**src/rtl/data_mem_arbiter_if.sv**
```systemverilog
// Data-memory sharing bus: core MEM-stage port, secondary (debug/DMA) port and the muxed memory port.
// The arbiter takes the slave modport; the pipeline/requester/memory side takes the master modport.
interface data_mem_arbiter_if #(
   parameter int ADDR_W = 64,
   parameter int DATA_W = 64
);
   logic              core_req;
   logic              core_we;
   logic [2:0]        core_funct3;
   logic [ADDR_W-1:0] core_addr;
   logic [DATA_W-1:0] core_wdata;
   logic              core_stall;
   logic [DATA_W-1:0] core_rdata;
   logic              core_rvalid;

   logic              dbg_req;
   logic              dbg_we;
   logic [2:0]        dbg_funct3;
   logic [ADDR_W-1:0] dbg_addr;
   logic [DATA_W-1:0] dbg_wdata;
   logic              dbg_gnt;
   logic [DATA_W-1:0] dbg_rdata;
   logic              dbg_rvalid;

   logic              mem_en;
   logic              mem_we;
   logic [2:0]        mem_funct3;
   logic [ADDR_W-1:0] mem_addr;
   logic [DATA_W-1:0] mem_wdata;
   logic [DATA_W-1:0] mem_rdata;

   modport slave (
      input  core_req, core_we, core_funct3, core_addr, core_wdata,
      output core_stall, core_rdata, core_rvalid,
      input  dbg_req, dbg_we, dbg_funct3, dbg_addr, dbg_wdata,
      output dbg_gnt, dbg_rdata, dbg_rvalid,
      output mem_en, mem_we, mem_funct3, mem_addr, mem_wdata,
      input  mem_rdata
   );

   modport master (
      output core_req, core_we, core_funct3, core_addr, core_wdata,
      input  core_stall, core_rdata, core_rvalid,
      output dbg_req, dbg_we, dbg_funct3, dbg_addr, dbg_wdata,
      input  dbg_gnt, dbg_rdata, dbg_rvalid,
      input  mem_en, mem_we, mem_funct3, mem_addr, mem_wdata,
      output mem_rdata
   );
endinterface

```
**src/rtl/data_mem_arbiter.sv**
```systemverilog
// Core-priority arbiter for the data-memory port; stores ack in the issue cycle, loads respond 1 cycle later.
// Core is stalled until its access completes; DATA_MEM_ARB_FAIRNESS_EN adds a MAX_WAIT starvation guard for dbg.
module data_mem_arbiter #(
   parameter int ADDR_W   = 64,
   parameter int DATA_W   = 64,
   parameter int MAX_WAIT = 8
) (
   input logic              clk,
   input logic              rst,
   data_mem_arbiter_if.slave bus
);

   if (MAX_WAIT < 1 || MAX_WAIT > 255) begin : g_bad_max_wait
      $error("data_mem_arbiter: MAX_WAIT must be in 1..255");
   end

   typedef enum logic [1:0] {
      IDLE    = 2'd0,
      CORE_RD = 2'd1,
      DBG_RD  = 2'd2
   } state_t;

   typedef struct packed {
      logic              we;
      logic [2:0]        funct3;
      logic [ADDR_W-1:0] addr;
      logic [DATA_W-1:0] wdata;
   } req_t;

   state_t state_q, state_d;
   req_t   core_r, dbg_r, mem_r;
   logic   core_elig, dbg_elig, force_dbg;
   logic   core_gnt, dbg_gnt_w;
   logic   core_rvalid_w, dbg_rvalid_w;

   assign core_r = '{we: bus.core_we, funct3: bus.core_funct3, addr: bus.core_addr, wdata: bus.core_wdata};
   assign dbg_r  = '{we: bus.dbg_we,  funct3: bus.dbg_funct3,  addr: bus.dbg_addr,  wdata: bus.dbg_wdata};

   // A requester whose load response is on the bus this cycle cannot reissue yet.
   assign core_elig = bus.core_req && (state_q != CORE_RD);
   assign dbg_elig  = bus.dbg_req  && (state_q != DBG_RD);

`ifdef DATA_MEM_ARB_FAIRNESS_EN
   localparam logic [7:0] MAX_WAIT_C = 8'(MAX_WAIT);
   logic [7:0] wait_cnt;

   assign force_dbg = (wait_cnt == MAX_WAIT_C);

   always_ff @(posedge clk) begin
      if (rst) begin
         wait_cnt <= '0;
      end else if (bus.dbg_req && !dbg_gnt_w) begin
         if (wait_cnt != MAX_WAIT_C) wait_cnt <= wait_cnt + 8'd1;
      end else begin
         wait_cnt <= '0;
      end
   end
`else
   assign force_dbg = 1'b0;
`endif

   always_ff @(posedge clk) begin
      if (rst) state_q <= IDLE;
      else     state_q <= state_d;
   end

   always_comb begin
      state_d   = IDLE;
      core_gnt  = 1'b0;
      dbg_gnt_w = 1'b0;
      mem_r     = '0;
      if (!rst) begin
         if (dbg_elig && (!core_elig || force_dbg)) dbg_gnt_w = 1'b1;
         else if (core_elig)                        core_gnt  = 1'b1;
      end
      if (core_gnt) begin
         mem_r = core_r;
         if (!core_r.we) state_d = CORE_RD;
      end else if (dbg_gnt_w) begin
         mem_r = dbg_r;
         if (!dbg_r.we) state_d = DBG_RD;
      end
   end

   // Reset in the response cycle suppresses the pending load response.
   assign core_rvalid_w = (state_q == CORE_RD) && !rst;
   assign dbg_rvalid_w  = (state_q == DBG_RD)  && !rst;

   assign bus.mem_en     = core_gnt | dbg_gnt_w;
   assign bus.mem_we     = mem_r.we;
   assign bus.mem_funct3 = mem_r.funct3;
   assign bus.mem_addr   = mem_r.addr;
   assign bus.mem_wdata  = mem_r.wdata;

   assign bus.core_rvalid = core_rvalid_w;
   assign bus.core_rdata  = core_rvalid_w ? bus.mem_rdata : '0;
   assign bus.core_stall  = bus.core_req && !((core_gnt && core_r.we) || core_rvalid_w);

   assign bus.dbg_gnt    = dbg_gnt_w;
   assign bus.dbg_rvalid = dbg_rvalid_w;
   assign bus.dbg_rdata  = dbg_rvalid_w ? bus.mem_rdata : '0;

endmodule

```
**src/flat_wrapper.sv**
```systemverilog
// flat-port wrapper written by rule: the top's interface ports become plain ports
module data_mem_arbiter_flat 
#(
   parameter int ADDR_W   = 64,
   parameter int DATA_W   = 64,
   parameter int MAX_WAIT = 8
)
  (clk, rst, bus_core_req, bus_core_we, bus_core_funct3, bus_core_addr, bus_core_wdata, bus_core_stall, bus_core_rdata, bus_core_rvalid, bus_dbg_req, bus_dbg_we, bus_dbg_funct3, bus_dbg_addr, bus_dbg_wdata, bus_dbg_gnt, bus_dbg_rdata, bus_dbg_rvalid, bus_mem_en, bus_mem_we, bus_mem_funct3, bus_mem_addr, bus_mem_wdata, bus_mem_rdata);
  data_mem_arbiter_if #(.ADDR_W(ADDR_W), .DATA_W(DATA_W)) bus_i ();
  input logic clk;
  input logic rst;
  input wire logic [$bits(bus_i.core_req)-1:0] bus_core_req;
  input wire logic [$bits(bus_i.core_we)-1:0] bus_core_we;
  input wire logic [$bits(bus_i.core_funct3)-1:0] bus_core_funct3;
  input wire logic [$bits(bus_i.core_addr)-1:0] bus_core_addr;
  input wire logic [$bits(bus_i.core_wdata)-1:0] bus_core_wdata;
  output wire logic [$bits(bus_i.core_stall)-1:0] bus_core_stall;
  output wire logic [$bits(bus_i.core_rdata)-1:0] bus_core_rdata;
  output wire logic [$bits(bus_i.core_rvalid)-1:0] bus_core_rvalid;
  input wire logic [$bits(bus_i.dbg_req)-1:0] bus_dbg_req;
  input wire logic [$bits(bus_i.dbg_we)-1:0] bus_dbg_we;
  input wire logic [$bits(bus_i.dbg_funct3)-1:0] bus_dbg_funct3;
  input wire logic [$bits(bus_i.dbg_addr)-1:0] bus_dbg_addr;
  input wire logic [$bits(bus_i.dbg_wdata)-1:0] bus_dbg_wdata;
  output wire logic [$bits(bus_i.dbg_gnt)-1:0] bus_dbg_gnt;
  output wire logic [$bits(bus_i.dbg_rdata)-1:0] bus_dbg_rdata;
  output wire logic [$bits(bus_i.dbg_rvalid)-1:0] bus_dbg_rvalid;
  output wire logic [$bits(bus_i.mem_en)-1:0] bus_mem_en;
  output wire logic [$bits(bus_i.mem_we)-1:0] bus_mem_we;
  output wire logic [$bits(bus_i.mem_funct3)-1:0] bus_mem_funct3;
  output wire logic [$bits(bus_i.mem_addr)-1:0] bus_mem_addr;
  output wire logic [$bits(bus_i.mem_wdata)-1:0] bus_mem_wdata;
  input wire logic [$bits(bus_i.mem_rdata)-1:0] bus_mem_rdata;
  assign bus_i.core_req = bus_core_req;
  assign bus_i.core_we = bus_core_we;
  assign bus_i.core_funct3 = bus_core_funct3;
  assign bus_i.core_addr = bus_core_addr;
  assign bus_i.core_wdata = bus_core_wdata;
  assign bus_core_stall = bus_i.core_stall;
  assign bus_core_rdata = bus_i.core_rdata;
  assign bus_core_rvalid = bus_i.core_rvalid;
  assign bus_i.dbg_req = bus_dbg_req;
  assign bus_i.dbg_we = bus_dbg_we;
  assign bus_i.dbg_funct3 = bus_dbg_funct3;
  assign bus_i.dbg_addr = bus_dbg_addr;
  assign bus_i.dbg_wdata = bus_dbg_wdata;
  assign bus_dbg_gnt = bus_i.dbg_gnt;
  assign bus_dbg_rdata = bus_i.dbg_rdata;
  assign bus_dbg_rvalid = bus_i.dbg_rvalid;
  assign bus_mem_en = bus_i.mem_en;
  assign bus_mem_we = bus_i.mem_we;
  assign bus_mem_funct3 = bus_i.mem_funct3;
  assign bus_mem_addr = bus_i.mem_addr;
  assign bus_mem_wdata = bus_i.mem_wdata;
  assign bus_i.mem_rdata = bus_mem_rdata;
  data_mem_arbiter #(.ADDR_W(ADDR_W), .DATA_W(DATA_W), .MAX_WAIT(MAX_WAIT)) u_core (.clk(clk), .rst(rst), .bus(bus_i));
endmodule
```
**config.mk**
```make
export PLATFORM = sky130hd
export DESIGN_NAME = data_mem_arbiter_flat
export DESIGN_NICKNAME = d
export VERILOG_FILES = /design/src/rtl/data_mem_arbiter_if.sv /design/src/rtl/data_mem_arbiter.sv /design/src/flat_wrapper.sv
export SDC_FILE = /design/constraint.sdc
export NUM_CORES = 1
export LEC_CHECK = 0
export BUFFER_PORTS_ARGS = -buffer_cell sky130_fd_sc_hd__buf_2
export CAP_MARGIN = 20
export CORE_AREA = 2 2 230 232
export CTS_BUF_LIST = sky130_fd_sc_hd__clkbuf_4 sky130_fd_sc_hd__clkbuf_8
export DETAILED_ROUTE_END_ITERATION = 12
export DIE_AREA = 0 0 232 234
export GPL_TIMING_DRIVEN = 0
export SYNTH_ARGS = -nofsm -noshare
export SYNTH_HDL_FRONTEND = slang
export SYNTH_SLANG_ARGS = --single-unit
```
**constraint.sdc**
```tcl
create_clock -name clk -period 3.16 [get_ports clk]
set_input_delay 0.474 -clock clk [delete_from_list [all_inputs] [get_ports clk]]
set_output_delay 0.474 -clock clk [all_outputs]
set_load 0.005 [all_outputs]
```
==> results.json <==
{
  "area_delta_synth_final_pct": 166,
  "die_w_um": 232,
  "hpwl_um": 23000,
  "synthAdderAreaFrac_pct": 0,
  "fp.dieH_um": 234,
  "grt_max_degree": 11,
  "routed_wl_um": 25900,
  "syn_inst": 329,
  "powerDensity_nw_per_um2": 126,
  "drt_pass1_iterations": 4,
  "antenna_found_initial": 10,
  "setup_slack_ps": 335,
  "fmaxAchievable_mhz": 354,
  "worst_pin_slew_ps": 696,
  "cts_buffers": 3,
  "layoutNonFillerInstCount": 1624,
  "clockBufferDepth": 2,
  "syn_area_um2": 2350,
  "synth_mux_area_share_pct": 0,
  "ir_worst_vdd_mv": 0.0851,
  "top_regs": "u_core.state_q x2",
  "critical_path_class": "input port to primary output",
  "synth_top_family_by_area": "compound AO/OA/AOI/OAI gates",
  "drc": 0,
  "fin_crit_sh_pct": 89.4,
  "clk_pin_slew_ps": 30,
  "place_congestion": 0.871,
  "placed_area_um2": 6190,
  "cts_root_buf": "clkbuf_8",
  "crit_arrival_ps": 2350,
  "final_cell_mix": "buf_2 (607), a22o_1 (132), and3_1 (64), and2_1 (64), clkbuf_1 (32)",
  "drt_iter0_drc": 199,
  "drive_above_1_share_pct": 66.7,
  "cap_violations": 0,
  "vias": 5317,
  "grt-ovfl-total": 0,
  "io_pins": 597,
  "slew_viol_final": 0,
  "syn_nets": 661,
  "grt_pass1_vias": 4888,
  "finalInstanceArea_um2": 6260,
  "cts_hold_buf": 0,
  "switchingPower_uw": 340,
  "wire_per_inst_um": 16.0,
  "grt_use_total_pct": 8.45,
  "worstHoldPathType": "input port to flop",
  "crit_path_end_kind": "primary output",
  "vias_per_cell": 3.27,
  "ys_seq_elements": 2,
  "synthXorXnorAreaFrac_pct": 0,
  "max_slew_margin_pct": 53.6,
  "synth_seq_area_share_pct": 1.70,
  "clk_latency_ps": 210,
  "cts_tree": "yes",
  "clock-sinks": 2,
  "setup_tns_ps": 0,
  "place_ws_ps": -180,
  "final_net_count": 1262,
  "start_kind": "input port",
  "status": "finished, final reports clean",
  "rsz0062_at_grt": "false",
  "cp_data_required_time_ps": 2690,
  "coreArea_um2": 52000,
  "htreeDepth": 1,
  "port_buffers": 596,
  "synth_area_per_cell_um2": 7.14,
  "p_leak_nw": 3.99,
  "power_frac_clock_pct": 12.7,
  "cts-resized-gates": 1,
  "grt_first_pass_wirelength_um": 32200,
  "seqPwrFrac_pct": 3.5,
  "fp-row-count": 84,
  "synthSimpleGateAreaFrac_pct": 36.7,
  "drtAntennaViolNets": 0,
  "period_minus_slack_ps": 2820,
  "combPwrFrac_pct": 83.8,
  "swShare_pct": 43.2,
  "regMostFlops": "u_core.state_q",
  "post_cts_buffers": 0,
  "setup_viol": 0,
  "fp.dieArea_um2": 54300,
  "cp_max_fo": 10,
  "largest_register_ffs": 2,
  "hold_viol": 0,
  "initial_core_util_pct": 4.52,
  "internal_power_uw": 447,
  "dp.cells": 1613,
  "skew_ps": 0.655,
  "synth_compound_area_share_pct": 50.5,
  "yosysWarnings": 0,
  "holdWs_ps": 449,
  "yosysUniqueCellTypes": 19,
  "final_common_cell": "buf_2"
}
## cell families after synthesis
logic type             after synthesis
AND/OR/NAND/NOR                    139
buffers and inverters               52
flip-flops                           2
AO/OA/AOI/OAI                      136
## final timing paths
check                                                  start                           end  slack, ps  depth (start not counted)
worst min register to register  u_core.state_q[0]$_SDFF_PP0_  u_core.state_q[0]$_SDFF_PP0_       1070                          3
worst max-delay path                            bus_core_req             bus_mem_funct3[1]        340                          7
worst min-delay path                              bus_dbg_we  u_core.state_q[1]$_SDFF_PP0_        450                          2
worst max register to register  u_core.state_q[0]$_SDFF_PP0_  u_core.state_q[1]$_SDFF_PP0_       1510                          5
## Yosys cell counts
| cell | n | share of area, % |
|---|---|---|
| a21oi_1 | 1 | 0.21 |
| inv_2 | 1 | 0.16 |
| nor2_1 | 4 | 0.64 |
| buf_6 | 7 | 3.4 |
| clkbuf_1 | 32 | 5.1 |
| nor4_1 | 1 | 0.27 |
| nand2b_1 | 2 | 0.53 |
| and3_1 | 64 | 17 |
| inv_1 | 1 | 0.16 |
| nor2b_1 | 2 | 0.53 |
| dfxtp_1 | 2 | 1.7 |
| a21boi_1 | 1 | 0.32 |
| a22o_1 | 132 | 49 |
| and2_1 | 64 | 17 |
| buf_2 | 11 | 2.3 |
| o211a_1 | 1 | 0.43 |
| nor3_2 | 1 | 0.43 |
| nor3_1 | 1 | 0.21 |
| a211oi_1 | 1 | 0.32 |
## through the flow
step                utilization [%]  power (mW)
floorplan                         -       0.246
global placement               11.9       0.689
detailed placement             11.9       0.690
CTS                            12.0       0.798
global route                   12.0       0.852
finish                         12.0       0.787
## metal layers
layer / GRT usage (%) / part of all wire [%] / vias up
met5: 0 / 0.046 / -
met4: 4.61 / 4.3 / 2
met3: 2.35 / 11 / 36
met2: 14.5 / 47 / 414
met1: 9.47 / 38 / 2371
li1: - / - / 2494
## layout make-up
type | count | area, um2
Tap cell | 688 | 861
Fill cell | 6098 | 45800
Inverter | 2 | 7.51
Clock buffer | 3 | 41.3
Multi-Input combinational cell | 275 | 2050
Sequential cell | 2 | 40.0
Buffer | 50 | 254
Antenna cell | 8 | 20.0
Timing Repair Buffer | 596 | 2980
## power groups by stage
stage	Clock (mW)	Combinational, mW	Sequential (mW)
6_report	0.0998	0.660	0.0274
5_1_grt	0.104	0.721	0.0276
4_1_cts	0.104	0.666	0.0274
3_5_place_dp	0	0.662	0.0277
3_3_place_gp	0	0.661	0.0276
2_1_floorplan	0	0.219	0.0273
## critical path, cell delays in order
cell	delay [ps]
buf_2	130
inv_2	70
nor3_4	510
buf_2	430
buf_2	340
a22o_1	180
buf_2	200
Power figures use the tool's default switching activity.
